## config.mk

```make
export PLATFORM = sky130hd
export DESIGN_NAME = palette_sequencer
export DESIGN_NICKNAME = d
export VERILOG_FILES = /design/src/rtl/palette_sequencer.sv
export SDC_FILE = /design/constraint.sdc
export NUM_CORES = 1
export LEC_CHECK = 0
export CELL_PAD_IN_SITES_DETAIL_PLACEMENT = 1
export CELL_PAD_IN_SITES_GLOBAL_PLACEMENT = 1
export CORE_UTILIZATION = 44
export CTS_CLUSTER_DIAMETER = 80
export DETAILED_ROUTE_END_ITERATION = 6
export GPL_TIMING_DRIVEN = 1
export PLACE_DENSITY_LB_ADDON = 0.15
export SLEW_MARGIN = 15
export SYNTH_ARGS = -nofsm -noshare
export SYNTH_HDL_FRONTEND = slang
export SYNTH_SLANG_ARGS = --single-unit
```

## constraint.sdc

```tcl
create_clock -name CLK_n -period 2.1 [get_ports CLK_n]
set_input_delay 0.63 -clock CLK_n [delete_from_list [all_inputs] [get_ports CLK_n]]
set_output_delay 0.63 -clock CLK_n [all_outputs]
set_load 0.05 [all_outputs]
```

## src/rtl/palette_sequencer.sv

```systemverilog
// Gate Array palette: CPU register decode, ink storage, pixel shifter
// and the registered hardware colour feeding the colour decoder.
module palette_sequencer #(
    parameter int NPENS    = 16,
    parameter int COLOUR_W = 5
) (
    input  logic                CLK_n,
    input  logic                RESET,
    input  logic                CPU_WR,
    input  logic [7:0]          CPU_DATA,
    input  logic [7:0]          VIDEO_DATA,
    input  logic                LOAD,
    input  logic                PIXEL_EN,
    input  logic                HSYNC,
    input  logic                BORDER,
    output logic [COLOUR_W-1:0] COLOUR,
    output logic [1:0]          MODE
);

    localparam int PW = $clog2(NPENS + 1);

    typedef enum logic [1:0] {
        FN_PEN  = 2'b00,
        FN_INK  = 2'b01,
        FN_MODE = 2'b10,
        FN_NONE = 2'b11
    } fn_t;

    logic [COLOUR_W-1:0] r_ink [NPENS+1];
    logic [PW-1:0]       r_pen_sel;
    logic [1:0]          r_pend;
    logic                r_pend_v;
    logic [7:0]          r_sr;
    logic                r_hs_q;
    logic [COLOUR_W-1:0] r_colour;
    logic [1:0]          r_mode;

    fn_t                 w_fn;
    logic                w_wr_pen;
    logic                w_wr_ink;
    logic                w_wr_mode;
    logic                w_rise;
    logic [3:0]          w_pen;
    logic [PW-1:0]       w_pen_idx;
    logic [PW-1:0]       w_sel_next;

    assign w_fn      = fn_t'(CPU_DATA[7:6]);
    assign w_wr_pen  = CPU_WR && (w_fn == FN_PEN);
    assign w_wr_ink  = CPU_WR && (w_fn == FN_INK);
    assign w_wr_mode = CPU_WR && (w_fn == FN_MODE);
    assign w_rise    = HSYNC && !r_hs_q;

    assign w_sel_next = CPU_DATA[4] ? PW'(NPENS) : PW'(CPU_DATA[3:0]);

    // Pixel bit positions interleave across the byte per screen mode
    always_comb begin
        w_pen = 4'h0;
        case (r_mode)
            2'd0:    w_pen = {r_sr[1], r_sr[5], r_sr[3], r_sr[7]};
            2'd2:    w_pen = {3'b000, r_sr[7]};
            default: w_pen = {2'b00, r_sr[3], r_sr[7]};
        endcase
    end

    assign w_pen_idx = PW'(w_pen);

    always_ff @(posedge CLK_n) begin
        if (RESET) begin
            for (int i = 0; i <= NPENS; i++) begin
                r_ink[i] <= '0;
            end
            r_pen_sel <= '0;
        end else begin
            if (w_wr_pen) begin
                r_pen_sel <= w_sel_next;
            end
            if (w_wr_ink) begin
                r_ink[r_pen_sel] <= CPU_DATA[COLOUR_W-1:0];
            end
        end
    end

    // A mode write coinciding with the HSYNC rise takes effect at once
    always_ff @(posedge CLK_n) begin
        if (RESET) begin
            r_mode   <= 2'b00;
            r_pend   <= 2'b00;
            r_pend_v <= 1'b0;
            r_hs_q   <= 1'b0;
        end else begin
            r_hs_q <= HSYNC;
            if (w_wr_mode && w_rise) begin
                r_mode   <= CPU_DATA[1:0];
                r_pend   <= CPU_DATA[1:0];
                r_pend_v <= 1'b0;
            end else if (w_wr_mode) begin
                r_pend   <= CPU_DATA[1:0];
                r_pend_v <= 1'b1;
            end else if (w_rise && r_pend_v) begin
                r_mode   <= r_pend;
                r_pend_v <= 1'b0;
            end
        end
    end

    always_ff @(posedge CLK_n) begin
        if (RESET) begin
            r_sr     <= 8'h00;
            r_colour <= '0;
        end else begin
            if (LOAD) begin
                r_sr <= VIDEO_DATA;
            end else if (PIXEL_EN) begin
                r_sr <= {r_sr[6:0], 1'b0};
            end
            r_colour <= BORDER ? r_ink[NPENS] : r_ink[w_pen_idx];
        end
    end

    assign COLOUR = r_colour;
    assign MODE   = r_mode;

endmodule

```

==> summary.md, run 1 <==
| Metric | Value |
|---|---|
| Top-Level Pins | 30 |
| Min cycle time layout | between 2 and 2.5 ns |
| Max Freq | approximately 480 MHz |
| Root Buffer | clkbuf_8 |
| Final setup fails | 0 |
| Number of diodes | 0 |
| Seq cells post-synth | approximately 110 |
| Syn Std Cell Area | approximately 0.0049 mm2 |
| H-tree depth | 3 |
| 1st-iter DRT viols | 196 |
| Initial Util | 45.12% |
| Syn. warnings | 0 |
| Worst-path cell chain | clkdlybuf4s50_1 -> and4bb_2 -> and2b_2 -> nand2b_4 -> buf_6 -> o21bai_1 -> buf_4 |
| Worst vdd ir | about 350 uV |
| DRC Markers | 0 |
| Setup bufs post-CTS | 0 |
| Die Footprint | approximately 0.012 mm2 |
| Outcome | finished, final reports clean |
| Worst-Skew Late Latency | roughly 0.38 ns |
| Syn nets | slightly above 400 |
| Worst r2r path cells | 6 |
| Global-route wire length before repair | between 15000 and 20000 um |
| Multi-input logic area | between 0.0015 and 0.002 mm2 |
| WP data arrival | ~2.2 ns |
| Post-DRT Antenna Nets | 0 |
| DPL Wire Length | roughly 8600 um |
| Crit path depth | 7 |
| CP required | roughly 2.2 ns |
| Final worst slack | around 0.017 ns |
| Hold Path Depth | 1 |
| Worst path slowest cell | clkdlybuf4s50_1 |
| Synth area leaders | edfxtp_1 (52%), dfxtp_1 (9.8%), nor3_1 (6.7%) |
| Gr ovfl total | 0 |
| Top FF cell, synth | edfxtp_1 |
| Mapped Cells | a little under 400 |
| CP startpoint kind | input port |
| Dpl ws | -0.4641 ns |
| Final Hold Fails | 0 |
| Height of the die | ~110 um |
| Pwr/cell area | a little over 700 mW/mm2 |
| Synth unique cells | 37 |
| Rows | 38 |
| Reg clk slew, reported paths | 0.10 ns |
| Core Region | between 0.01 and 0.015 mm2 |
| Max FO, Critical Path | 7 |
| Vias | roughly 3.3k |
| Vias in the first global route | between 3k and 4k |
| Filler cell count in the final layout | 1120 |
| Clk buf depth | 2 |
| First drt pass iteration count | 4 |
| Syn avg cell area | about 13 um2 |
| Slew @ Worst Pin | between 0.7 and 0.8 ns |
| Worst hold path class | reg2reg |
| Critical path capture point type | flip-flop |
| Nets | ~470 |
| Max-cap violation count | 0 |
| TritonCTS Buffers | 9 |
| Fin util | between 50% and 60% |
| Buf/Inv on CP | 3 |
| Seq. cell area | 0.003033 mm2 |
| Reg2reg setup slack | between 0.15 and 0.2 ns |
| Clk sink count | ~110 |
| Tot GR Track Use | between 20% and 30% |
| Layout cells sized above 1 | 21.11% |
| CTS tree | built |
| Pin count of the biggest net entering global routing | 39 |
| Gpl congestion | around 0.76 |
| WS Path Type | in2reg |
| CTS Hold Bufs | 0 |
| Final WL | 12190 um |
| Buffers added on ports | 28 |
| P_leak | 0.002110 uW |
| RSZ-0062 raised after global routing | false |
| Fraction of registers with async set/reset | 0% |
| Count of flip-flops with a built-in enable after synthesis | between 80 and 90 |
| Slowest stage delay, CP | around 0.43 ns |
| Initial antenna violation count | 0 |
| Drt via density | 5.588 |
| Worst Skew | 0.01311 ns |
| Final period utilization | 99.21% |
| Post-synth top area share | a little over half |
| Fin. max-slew vios | 0 |
| Drt wl/cell | between 20 and 25 um |
| Seq/Total Area, Yosys | 62.01% |
| Slew headroom | 48.58% |
| CP delay by family, top | buffers and inverters |
| Dominant cell type by area after synthesis | edfxtp_1 |
| Layout area overhead | 21.26% |
| Die width | roughly 110 um |
-- flip-flops by register name, summed over array words and instances, names as in the netlist --
signal,cells
r_pend,2
r_sr,8
r_hs_q,1
MODE,2
COLOUR,5
r_ink,85
r_pend_v,1
r_pen_sel,5
-- routing by layer --
layer | global-route usage, % | wire, um | vias to the layer above
li1 | - | - | 1564
met1 | 29.81 | 5378 | 1663
met2 | 39.68 | 6325 | 56
met3 | 3.632 | 308 | 14
met4 | 5.969 | 174 | 0
met5 | 0 | 0 | -
-- area by class of cell --
class / instances / share of cell area [%]
inverter: 9 / 0.5696
clock inverter: 3 / 0.7384
sequential: 109 / 51.14
timing repair buffer: 82 / 12.91
multi-input combinational: 234 / 29.01
tap: 140 / 2.954
clock buffer: 13 / 2.679
-- final timing paths --
kind / end / start
setup / recovery: r_ink[0][0] / RESET
hold / removal: COLOUR[4] / r_ink[16][4]
setup reg to reg: COLOUR[3] / r_sr[5]
hold reg to reg: COLOUR[4] / r_ink[16][4]
-- per-stage QoR --
step / hold slack, ns / instances / area, um2 / TNS (ns) / total power, uW
final: 0.4696 / 590 / 5931 / 0 / 4221
after global routing: 0.4866 / 590 / 5931 / 0 / 4356
after CTS: 0.4708 / 590 / 5902 / -0.1615 / 4243
after detailed placement: 0.4597 / 574 / 5697 / -47.51 / 2953
after global placement: 0.4633 / 574 / 5697 / -38.87 / 2936
after floorplan: 0.4355 / 385 / 4891 / 0 / 2726
-- power by group --
group          total, uW  switching, uW  internal [uW]
clock               1320            701            619
combinational        471            257            214
sequential          2430           34.9           2390
-- cells by family (layout without fill, tap and decap cells) --
logic type | Yosys count | in the layout | share of synthesized area [%]
DFF | 109 | 109 | 62.01
muxes | 27 | 27 | 11.18
buffers and inverters | 42 | 107 | 3.607
AOI/OAI and AO/OA | 49 | 49 | 6.754
and+or+nand+nor | 158 | 158 | 16.45
-- synth_stat cells, types with 4 or more instances --
| master | n |
|---|---|
| edfxtp_1 | 85 |
| a22oi_1 | 10 |
| a21oi_1 | 15 |
| nand2b_1 | 6 |
| nand3_1 | 4 |
| mux2i_1 | 7 |
| a22o_1 | 5 |
| nor2b_1 | 4 |
| nand2_1 | 13 |
| nor3b_1 | 5 |
| and2_1 | 5 |
| mux4_2 | 13 |
| buf_2 | 6 |
| dfxtp_1 | 24 |
| mux4_1 | 7 |
| o21bai_1 | 13 |
| clkbuf_1 | 23 |
| inv_1 | 7 |
| nor3_1 | 65 |
| nor2_1 | 42 |
-- what timing repair did --
item                                    CTS  global route
pin swaps                                 1             3
endpoints found under the setup margin   40            75
gates cloned                              0             0
resized for setup                         8             7
-- placed cells by master, fill, tap and decap left out, types with 2 or more instances in the layout --
master and count:
mux4_2 13, mux4_1 7, clkdlybuf4s50_1 21, o22ai_1 3, mux2i_1 7, nor3_1 65, dfxtp_1 24, dlygate4sd2_1 5
nand2b_4 3, nor2_1 42, o21bai_1 13, clkbuf_8 11, buf_4 48, nand2_1 12, a31oi_1 2, nand3b_1 3
and2_1 5, nand2b_1 3, inv_1 7, edfxtp_1 85, buf_12 7, nor3b_1 4, a22o_1 5, a22oi_1 10
clkbuf_1 2, nor2b_1 4, nand3_1 4, clkinv_1 2, a21oi_1 15
Power figures use the tool's default switching activity.
==> run 2: changes to the inputs <==
--- a/config.mk
+++ b/config.mk
@@ -7,7 +7,7 @@
 export LEC_CHECK = 0
 export CELL_PAD_IN_SITES_DETAIL_PLACEMENT = 1
 export CELL_PAD_IN_SITES_GLOBAL_PLACEMENT = 1
-export CORE_UTILIZATION = 44
+export CORE_UTILIZATION = 30
 export CTS_CLUSTER_DIAMETER = 80
 export DETAILED_ROUTE_END_ITERATION = 6
 export GPL_TIMING_DRIVEN = 1
==> run 2 against run 1 <==
Net effect: register-to-register slack is essentially flat; sequential cell count is the same; utilization shrank 16 points; routed wire length grew 5.1%; critical path depth shrank 2; global-route usage shrank 6.2 points; largest cell class unchanged; worst setup slack gained 0.19 ns; via count shrank 1.3%; die area grew 46%; clock skew shrank 0.0080 ns; total power grew 9.0%.
==> summary.md, run 2 (synthesized netlist as in run 1, its figures left out) <==
| Metric | Value |
|---|---|
| Reg clk slew, reported paths | 0.07 ns (-0.03 ns) |
| Largest registers | r_ink: 85 flops, r_sr: 8 flops |
| Clk buf depth | 2 (unchanged) |
| WP data arrival | 2.14 ns (-0.04 ns) |
| Fin. max-slew vios | 0 (unchanged) |
| Hold Path Depth | 1 (unchanged) |
| CP delay by family, top | multiplexers |
| CP required | 2.34 ns (+0.15 ns) |
| Crit path depth | 5 (-2) |
| Slowest stage delay, CP | 0.62 ns (+0.19 ns) |
| Vias in the first global route | 3421 (+0.74%) |
| Number of diodes | 0 (unchanged) |
| DP Area | 0.005799 mm2 (+1.8%) |
| Tot GR Track Use | 16.62% (-6.2 points) |
| Initial Util | 30.79% (-14 points) |
| H-tree depth | 3 (unchanged) |
| Nets | 471 (+0.64%) |
| Commonest non-fill, non-tap cell in the layout | edfxtp_1 |
| 1st-iter DRT viols | 144 (-27%) |
| Worst hold path class | reg2reg |
| Core Region | 0.01589 mm2 (+47%) |
| DRC Markers | 0 (unchanged) |
| Max Freq | 527.1 MHz (+9.8%) |
| Gpl congestion | 0.7247 (-4.0%) |
| Drt wl/cell | 19.16 um (-7.3%) |
| Global-route wire length before repair | 19960 um (+5.4%) |
| Gr ovfl total | 0 (unchanged) |
| Worst Skew | 0.005131 ns (-0.007981 ns) |
| Die width | 129.7 um (+21%) |
| Pwr Total | 4600 uW (+9.0%) |
| Drt via density | 4.862 (-13%) |
| Non-filler cells, final | 669 (+13%) |
| P_leak | 0.002207 uW (+4.6%) |
| CTS Hold Bufs | 0 (unchanged) |
| Clk sink count | 109 (unchanged) |
| Buffers added on ports | 28 (unchanged) |
| TritonCTS Buffers | 9 (unchanged) |
| Worst Hold Endpoint | COLOUR[2] |
| Placed Instances | 651 (+13%) |
| Height of the die | 129.7 um (+21%) |
| Max FO, Critical Path | 21 (+14) |
| Pin count of the biggest net entering global routing | 39 (unchanged) |
| Slew @ Worst Pin | 0.6264 ns (-0.1432 ns) |
| Final setup fails | 0 (unchanged) |
| Reg-to-reg endpoint | COLOUR[0] |
| Worst Min Path Start | r_ink[16][2] |
| Layout area overhead | 26.48% |
| Worst r2r path cells | 5 (-1) |
| Biggest register | r_ink |
| DPL Wire Length | 8982 um (+4.7%) |
| Buf/Inv on CP | 1 (-2) |
| Slew headroom | 58.14% (+9.6 points) |
| Top-Level Pins | 30 (unchanged) |
| Max-cap violation count | 0 (unchanged) |
| Layout cells sized above 1 | 22.30% (+1.2 points) |
| Critical path capture point type | flip-flop |
| Vias | 3253 (-1.3%) |
| Post-DRT Antenna Nets | 0 (unchanged) |
| Fin util | 38.94% (-16 points) |
| Commonest non-fill, non-tap cells in the layout | edfxtp_1 (85), nor3_1 (65), buf_4 (49) |
| Design area | 0.006186 mm2 (+4.3%) |
| Initial antenna violation count | 0 (unchanged) |
| Worst vdd ir | 610.8 uV (+76%) |
| RSZ-0062 raised after global routing | false |
| Reg2reg setup slack | 0.20 ns (about the same) |
| WS Path Type | reg2reg |
| Rows | 46 (+21%) |
| First drt pass iteration count | 4 (unchanged) |
| Final Hold Fails | 0 (unchanged) |
| Pwr/cell area | 743.6 mW/mm2 (+4.5%) |
| Root Buffer | clkbuf_16 |
| Die Footprint | 0.01682 mm2 (+46%) |
| Max reg flops | 85 (unchanged) |
| Worst-Skew Late Latency | 0.35 ns (-0.03 ns) |
| Final setup TNS | 0 ns (unchanged) |
| Final period utilization | 90.34% (-8.9 points) |
| Outcome | finished, final reports clean |
| Worst-path cell chain | buf_12 -> mux4_1 -> a22oi_1 -> nand2_1 -> a22o_1 |
| Final WL | 12820 um (+5.1%) |
| CTS tree | built |
| Min cycle time layout | 1.897 ns (-0.1862 ns) |
| CP startpoint kind | flip-flop |
| Worst path slowest cell | mux4_1 |
| Worst r2r src | r_sr[7] |
[run 2: changes by cell type in the layout (fill, tap and decap cells not counted), moves of 2 or more]
cell / change
clkinvlp_4: +3
clkbuf_16: +10
clkbuf_1: -2
clkbuf_8: -11
dlymetal6s2s_1: +4
clkdlybuf4s50_1: -4
[run 2: power by group]
| part | switching (uW) | total, uW | internal, uW |
|---|---|---|---|
| Combinational | 261 | 481 | 220 |
| Sequential | 36.5 | 2430 | 2400 |
| Clock | 771 | 1690 | 915 |
[run 2: worst max path at each step]
| stage | slack, ns | end | from |
|---|---|---|---|
| 2_1_floorplan | 0.02 | r_ink[3][0] | RESET |
| 3_3_place_gp | -0.42 | r_ink[3][2] | RESET |
| 3_5_place_dp | -0.48 | r_ink[3][2] | CPU_DATA[6] |
| 4_1_cts | -0.04 | r_ink[8][3] | CPU_DATA[6] |
| 5_1_grt | 0.08 | COLOUR[4] | r_sr[5] |
| 6_report | 0.20 | COLOUR[0] | r_sr[7] |
[run 2: metal layers]
| metal | vias to the layer above | GRT usage [%] | routed length [um] |
|---|---|---|---|
| li1 | 1579 | - | - |
| met4 | 0 | 5.198 | 186 |
| met1 | 1608 | 21.19 | 5819 |
| met5 | - | 0 | 0 |
| met3 | 14 | 3.964 | 408 |
| met2 | 52 | 27.87 | 6401 |
[run 2: cell type report]
cell class	instances	area, um2
clock buffer	9	225.2
clock inverter	7	66.31
fill	1713	9699
inverter	9	33.78
multi-input combinational	234	1734
sequential	109	3033
tap	216	270.3
timing repair buffer	85	823.3
[run 2: through the flow]
| stage | worst slack, ns | hold slack [ns] |
|---|---|---|
| floorplan | 0.02186 | 0.4355 |
| global placement | -0.4150 | 0.4602 |
| detailed placement | -0.4767 | 0.4631 |
| CTS | -0.04030 | 0.4825 |
| global route | 0.08439 | 0.4945 |
| finish | 0.2028 | 0.4839 |
[run 2: what timing repair did]
item / 4_1_cts / 5_1_grt
pin swaps: 1 / 2
setup endpoints to repair: 51 / 79
buffers inserted: 0 / 1
resized for setup: 11 / 13
cloned: 0 / 1
